<file path="src/rtl/serial_sub_pkg.sv">
// Shared types for the bit-serial subtractor.
// Holds only width-independent definitions.
package serial_sub_pkg;

    typedef enum logic [1:0] {
        IDLE,
        SHIFT,
        DONE
    } sub_state_t;

endpackage

</file>
<file path="src/rtl/full_subtractor.sv">
// One-bit full-subtractor cell: d = a - b - bin.
// Purely combinational.
module full_subtractor (
    input  logic a,
    input  logic b,
    input  logic bin,
    output logic d,
    output logic bout
);

    assign d    = a ^ b ^ bin;
    assign bout = (~a & b) | (~(a ^ b) & bin);

endmodule

</file>
<file path="src/rtl/serial_subtractor.sv">
// Bit-serial LSB-first subtractor, one bit per clock,
// with valid/ready handshakes on operands and result.
module serial_subtractor #(
    parameter int WIDTH = 8
) (
    input  logic             clk,
    input  logic             reset,
    input  logic             in_valid,
    output logic             in_ready,
    input  logic [WIDTH-1:0] a,
    input  logic [WIDTH-1:0] b,
    output logic             out_valid,
    input  logic             out_ready,
    output logic [WIDTH-1:0] diff,
    output logic             borrow_out,
    output logic             overflow
);

    import serial_sub_pkg::*;

    localparam int CW = $clog2(WIDTH);
    localparam logic [CW-1:0] LAST = CW'(WIDTH - 1);

    sub_state_t       state_q, state_d;
    logic [WIDTH-1:0] a_q, a_d;
    logic [WIDTH-1:0] b_q, b_d;
    logic [WIDTH-1:0] res_q, res_d;
    logic             brw_q, brw_d;
    logic [CW-1:0]    cnt_q, cnt_d;
    logic             bo_q, bo_d;
    logic             ov_q, ov_d;

    logic cell_d;
    logic cell_bout;

    full_subtractor u_cell (
        .a    (a_q[0]),
        .b    (b_q[0]),
        .bin  (brw_q),
        .d    (cell_d),
        .bout (cell_bout)
    );

    assign in_ready   = (state_q == IDLE);
    assign out_valid  = (state_q == DONE);
    assign diff       = res_q;
    assign borrow_out = bo_q;
    assign overflow   = ov_q;

    // Next-state and datapath update for load, shift and hold.
    always_comb begin
        state_d = state_q;
        a_d     = a_q;
        b_d     = b_q;
        res_d   = res_q;
        brw_d   = brw_q;
        cnt_d   = cnt_q;
        bo_d    = bo_q;
        ov_d    = ov_q;
        unique case (state_q)
            IDLE: begin
                if (in_valid) begin
                    a_d     = a;
                    b_d     = b;
                    brw_d   = 1'b0;
                    cnt_d   = '0;
                    state_d = SHIFT;
                end
            end
            SHIFT: begin
                a_d   = a_q >> 1;
                b_d   = b_q >> 1;
                res_d = {cell_d, res_q[WIDTH-1:1]};
                brw_d = cell_bout;
                cnt_d = cnt_q + CW'(1);
                if (cnt_q == LAST) begin
                    // Hold the counter so it never wraps.
                    cnt_d   = cnt_q;
                    bo_d    = cell_bout;
                    ov_d    = brw_q ^ cell_bout;
                    state_d = DONE;
                end
            end
            DONE: begin
                if (out_ready) begin
                    state_d = IDLE;
                end
            end
            default: begin
                state_d = IDLE;
            end
        endcase
    end

    // State register with synchronous reset taking priority.
    always_ff @(posedge clk) begin
        if (reset) begin
            state_q <= IDLE;
            a_q     <= '0;
            b_q     <= '0;
            res_q   <= '0;
            brw_q   <= 1'b0;
            cnt_q   <= '0;
            bo_q    <= 1'b0;
            ov_q    <= 1'b0;
        end else begin
            state_q <= state_d;
            a_q     <= a_d;
            b_q     <= b_d;
            res_q   <= res_d;
            brw_q   <= brw_d;
            cnt_q   <= cnt_d;
            bo_q    <= bo_d;
            ov_q    <= ov_d;
        end
    end

endmodule

</file>
<file path="config.mk">
export PLATFORM = sky130hd
export DESIGN_NAME = serial_subtractor
export DESIGN_NICKNAME = d
export VERILOG_FILES = /design/src/rtl/serial_sub_pkg.sv /design/src/rtl/full_subtractor.sv /design/src/rtl/serial_subtractor.sv
export SDC_FILE = /design/constraint.sdc
export NUM_CORES = 1
export LEC_CHECK = 0
export ABC_AREA = 1
export CAP_MARGIN = 20
export CORE_ASPECT_RATIO = 0.7
export CORE_MARGIN = 2
export CORE_UTILIZATION = 53
export DETAILED_ROUTE_END_ITERATION = 8
export MAX_ROUTING_LAYER = met4
export PLACE_DENSITY = 0.86
export SLEW_MARGIN = 40
export SYNTH_ARGS = -nofsm -noshare
export SYNTH_HDL_FRONTEND = slang
export SYNTH_SLANG_ARGS = --single-unit
</file>
<file path="constraint.sdc">
create_clock -name clk -period 2.7 [get_ports clk]
set_input_delay 0.54 -clock clk [delete_from_list [all_inputs] [get_ports clk]]
set_output_delay 0.54 -clock clk [all_outputs]
set_load 0.02 [all_outputs]
</file>
=== Word level (Yosys, flattened, before mapping) ===
Index checks and enable logic that the tools add are counted.

* Flip-flop bits (word level): 32
* Bits in writable memories: 0
* Output and inout port bits: 12
* Logic and storage cells: 43
* Bits in latches: 0
* Memories kept: 0
* ROM bits: 0
* Input port bits: 20

* Shifts and indexed selects: 0
* Multiplexer cells: 13
* Divide/modulo/power cells: 0
* Eq/ne operators: 7
* $add $sub $neg: 1
* Order comparisons: 0
* Multiply operators: 0
* Bitwise logic cells: 8
* Reduce and logical (&&, ||, !) cells: 6

{| class="wikitable"
|+ Operator list
! cell !! count
|-
| case mux 8 bit (2 select lines) || 2
|-
| two-way mux 8 bit || 2
|-
| two-way mux 2 bit || 3
|-
| two-way mux 3 bit || 2
|-
| != test 2 bit (second input constant) || 3
|-
| case mux 2 bit (3 select lines) || 1
|-
| case mux 3 bit (2 select lines) || 1
|-
| AND reduction 3 bit || 2
|-
| AND reduction 2 bit || 2
|-
| adder 3 x 1 -> 3 bit (second input constant) || 1
|-
| equality test 3 bit (second input constant) || 1
|-
| bitwise XOR 1 bit || 3
|-
| bitwise AND 1 bit || 2
|-
| equality test 2 x 1 -> 1 bit (second input constant) || 1
|-
| equality test 2 bit (second input constant) || 1
|-
| zero test 2 bit || 1
|-
| != test 2 x 1 -> 1 bit (second input constant) || 1
|-
| NOT 1 bit || 2
|-
| case mux 1 bit (2 select lines) || 1
|-
| nonzero test 2 bit || 1
|-
| two-way mux 1 bit || 1
|-
| bitwise OR 1 bit || 1
|}

=== Longest topological paths before layout ===
* Depth in word-level cells: 5
* Depth in mapped cells: 7
* Depth with buffers taken out: 7

=== Modules after synthesis ===
From an unflattened synthesis, not the netlist that was laid out.

* Cells, all modules: 220
* Area total of the unflattened synthesis: 1448.9 um^2

{| class="wikitable"
|+ By module, submodules not included
! module !! instances !! cells each !! sequential area each (um^2) !! area an instance (um^2)
|-
| serial_subtractor || 1 || 216 || 640.6 || 1417.6
|-
| full_subtractor || 1 || 4 || 0.0 || 31.3
|}

=== Worst setup path before layout ===
Ideal clock, no wire load.

* Kind: input port to flip-flop
* Start point: input port reset
* End point: register a_q[2]
* Arrival time: 1216 ps
* Required time: 2636 ps
* Buffers on the path: 2
* Setup slack: 1420 ps
* Setup time: 64 ps
* Stages on the path: 5
* Cell sequence: buf_2 inv_1 clkbuf_1 nand2_1 nor2_1

{| class="wikitable"
|+ RTL lines
! what !! RTL line !! source
|-
| from (decl) || serial_subtractor.sv:7 || <nowiki>input logic reset,</nowiki>
|-
| to (signal assigned) || serial_subtractor.sv:99 || <nowiki>a_q <= '0;</nowiki>
|-
| to (signal assigned) || serial_subtractor.sv:108 || <nowiki>a_q <= a_d;</nowiki>
|-
| to (decl) || serial_subtractor.sv:25 || <nowiki>logic [WIDTH-1:0] a_q, a_d;</nowiki>
|}

=== Worst setup path after layout ===
* Start point: register state_q[1]
* End point: output port out_valid

* Cells in the longest elaborated chain, start to end: 1

{| class="wikitable"
|+ Ends and longest elaborated chain
! what !! RTL line !! source
|-
| from (decl) || serial_subtractor.sv:24 || <nowiki>sub_state_t state_q, state_d;</nowiki>
|-
| from (signal assigned) || serial_subtractor.sv:107 || <nowiki>state_q <= state_d;</nowiki>
|-
| equality test 2 bit || serial_subtractor.sv:45 || <nowiki>assign out_valid = (state_q == DONE);</nowiki>
|-
| to (decl) || serial_subtractor.sv:12 || <nowiki>output logic out_valid,</nowiki>
|}

Every way passes these cells.

==> implementation parameters <==
Parameter                              Value

Place
  Placed inst area    1745 um^2
  HPWL Detailed    1.880 mm
  # port buffers    31
  Placer Congestion    0.7524

Layout
  Growth of design area from synthesis to finish    29.38%
  Total inserted antenna cells    0
  Area taken by flip-flops and latches    640.6 um^2
  Nets    268
  Share of post-route cells with drive strength above 1    5.285%
  Post-layout instance area    1857 um^2
  Multi-input combinational cell area    661.9 um^2
  Filler cell count    222

Timing
  Final Hold Vio Count    0
  Worst slew margin    57.85%
  Max-slew violation count    0
  RSZ-0062 raised after global routing    no
  Clock skew    0.009831 ns
  Transition time at the pin with the least slew margin    0.6316 ns
  Top achievable clock speed    484.6 MHz
  TNS Setup    0 ns
  Setup violations, final    0
  Fin Hold WS    0.4764 ns
  Crit path time final    2.064 ns
  Final cycle utilization of the critical path    76.43%

Floorplan
  Die width    66.20 um
  Area of the core    2515 um^2
  Cell row count    15
  Count of boundary I/O pins    32
  Initial cell density of the core    57.06%
  Die height    47.54 um
  Area of the die    3147 um^2

Critical path
  WP buf/inv    2
  CP max stage cell    sky130_fd_sc_hd__clkdlybuf4s50_1
  CP Cell Sequence    inv_1, nor2_1, clkdlybuf4s50_1
  Largest stage delay on the critical path    0.63 ns
  Category of the most critical setup path    flop to primary output
  CP endpoint kind    primary output
  Worst Path Required    2.16 ns
  Startpoint types    flop
  Slack of the worst reg-to-reg path    1.06 ns
  Cell type group with the largest total delay on the critical path    buffers and inverters
  Peak fanout along the critical path    4
  Arrival time at the worst endpoint    1.52 ns

Logic synthesis
  Synthesized net count    239
  Cell types with the highest counts after synthesis    sky130_fd_sc_hd__nand2_1, sky130_fd_sc_hd__nor2_1, sky130_fd_sc_hd__dfxtp_1, sky130_fd_sc_hd__inv_1, sky130_fd_sc_hd__o21ai_1
  Dominant cell type by area after synthesis    sky130_fd_sc_hd__dfxtp_1
  Seq cells post-synth    32
  Async SR Flop Fraction    0%
  Top cells by area in the synthesized netlist    sky130_fd_sc_hd__dfxtp_1, sky130_fd_sc_hd__nand2_1, sky130_fd_sc_hd__nor2_1
  Yosys warning count    0
  Sequential cell area fraction in the yosys report    44.64%
  Syn Std Cell Area    1435 um^2
  Unique cell type count in the Yosys netlist    17
  Number of instances in the synthesized netlist    216
  Share of the synthesized area in the top cell type    44.64%
  Most used flip-flop cell after synthesis    sky130_fd_sc_hd__dfxtp_1
  Synth Area per Inst    6.644 um^2
  Post-synth EDFFs    0
  Most used standard cell by instance count after synthesis    sky130_fd_sc_hd__nand2_1

Min path
  Hold Path Class    flop to flop

Routing
  Wire per inst    9.907 um
  Final wirelength    2.774 mm
  Number of search-and-repair iterations in the first detailed-routing pass    4
  Number of DRC violations after detailed-routing iteration 0    114
  Count of antenna-violating nets left after detailed routing    0
  Number of vias after detailed routing    1,319
  Remaining DRCs    0
  Vias/cell    4.711

Global route
  Wire length of the first global-routing pass    4.698 mm
  Largest net degree at the start of global routing    37
  Number of global-route vias before repair    1,118
  Overall routing resource usage    20.56%
  Number of antenna violations at the first check in global routing    0
  Overflow after GRT    0

CTS
  Number of buffers inserted during clock tree synthesis    5
  Post-cts resize count    0
  Clock transition at the registers of the reported paths    0.07 ns
  Clk root buf    sky130_fd_sc_hd__clkbuf_8
  Max Buffers Root-to-Sink    2
  CTS tree    yes
  Setup bufs post-CTS    0
  Worst-Skew Late Latency    0.28 ns
  H-tree depth reported by CTS    2
  TritonCTS sink count    32
  CTS Hold Bufs    0

Power
  VDD IR max    0.5829 mV
  Post-layout power    1.159 mW
  P_leak    0.8313 nW
  PwrDens    624.2 nW/um^2

Job
  Max Cap Violations    0

Status
  Result of the run    complete, no violations
==> power breakdown <==
group / switching, mW / total [mW] / internal, mW
Sequential: 0.0168 / 0.522 / 0.505
Clock: 0.180 / 0.452 / 0.273
Combinational: 0.101 / 0.185 / 0.0831
==> flip-flops by register name, indices dropped and copies added (netlist names) <==
name,count
borrow_out,1
overflow,1
brw_q,1
b_q,8
a_q,8
cnt_q,3
diff,8
state_q,2
==> worst paths after layout <==
kind,from,end,cells past startpoint
setup / recovery,state_q[1],out_valid,3
hold / removal,borrow_out,borrow_out,2
setup reg to reg,state_q[0],overflow,5
hold reg to reg,borrow_out,borrow_out,2
==> layer usage <==
metal / vias to the layer above / global-route usage, % / part of all wire, %
met2: 25 / 32.60 / 43
met5: - / - / 0
met4: 0 / 7.755 / 1.3
met3: 7 / 6.353 / 4.7
met1: 571 / 25.15 / 51
li1: 716 / - / -
==> tightest hold or removal path: stages (launching register included) <==
cell	delay [ns]
sky130_fd_sc_hd__dfxtp_1	0.32
sky130_fd_sc_hd__nand2_1	0.06
sky130_fd_sc_hd__a21oi_1	0.05
==> per-stage QoR <==
| step | setup slack (ns) | std cells | util (%) |
|---|---|---|---|
| 4_1_cts | 0.6449 | 280 | 73.83 |
| 6_report | 0.6365 | 280 | 73.83 |
| 3_5_place_dp | 0.6802 | 272 | 69.40 |
| 2_1_floorplan | 1.420 | 216 | - |
| 3_3_place_gp | 0.7056 | 272 | 69.40 |
| 5_1_grt | 0.5612 | 280 | 73.83 |
==> logic make-up after synthesis <==
kind of cell               count (synthesis)  share of synthesized area [%]
adders and majority gates                  3                          3.138
and+or+nand+nor                          116                          30.95
DFF                                       32                          44.64
xor gates and xnor gates                   1                         0.6104
buffers and inverters                     32                          9.502
AOI/OAI and AO/OA                         32                          11.16
==> placed cells by master, fill, tap and decap left out, drive strengths merged <==
master,synthesis,layout
clkdlybuf4s50,0,31
ha,2,2
clkinv,0,1
buf,9,1
clkbuf,1,5
nand2,62,62
a21oi,9,9
fa,1,1
dfxtp,32,32
nor2,51,51
xor2,1,1
o21ai,23,23
inv,22,22
bufinv,0,1
clkinvlp,0,1
nand3,3,3
==> final cells by class <==
cell class,instances,share of cell area (%)
Sequential cell,32,34.50
Tap cell,34,2.291
Timing Repair Buffer,32,17.12
Clock buffer,5,3.706
Multi-Input combinational cell,152,35.65
Clock inverter,3,2.291
Inverter,22,4.447
Note: power is estimated with default switching activity, not from simulation.
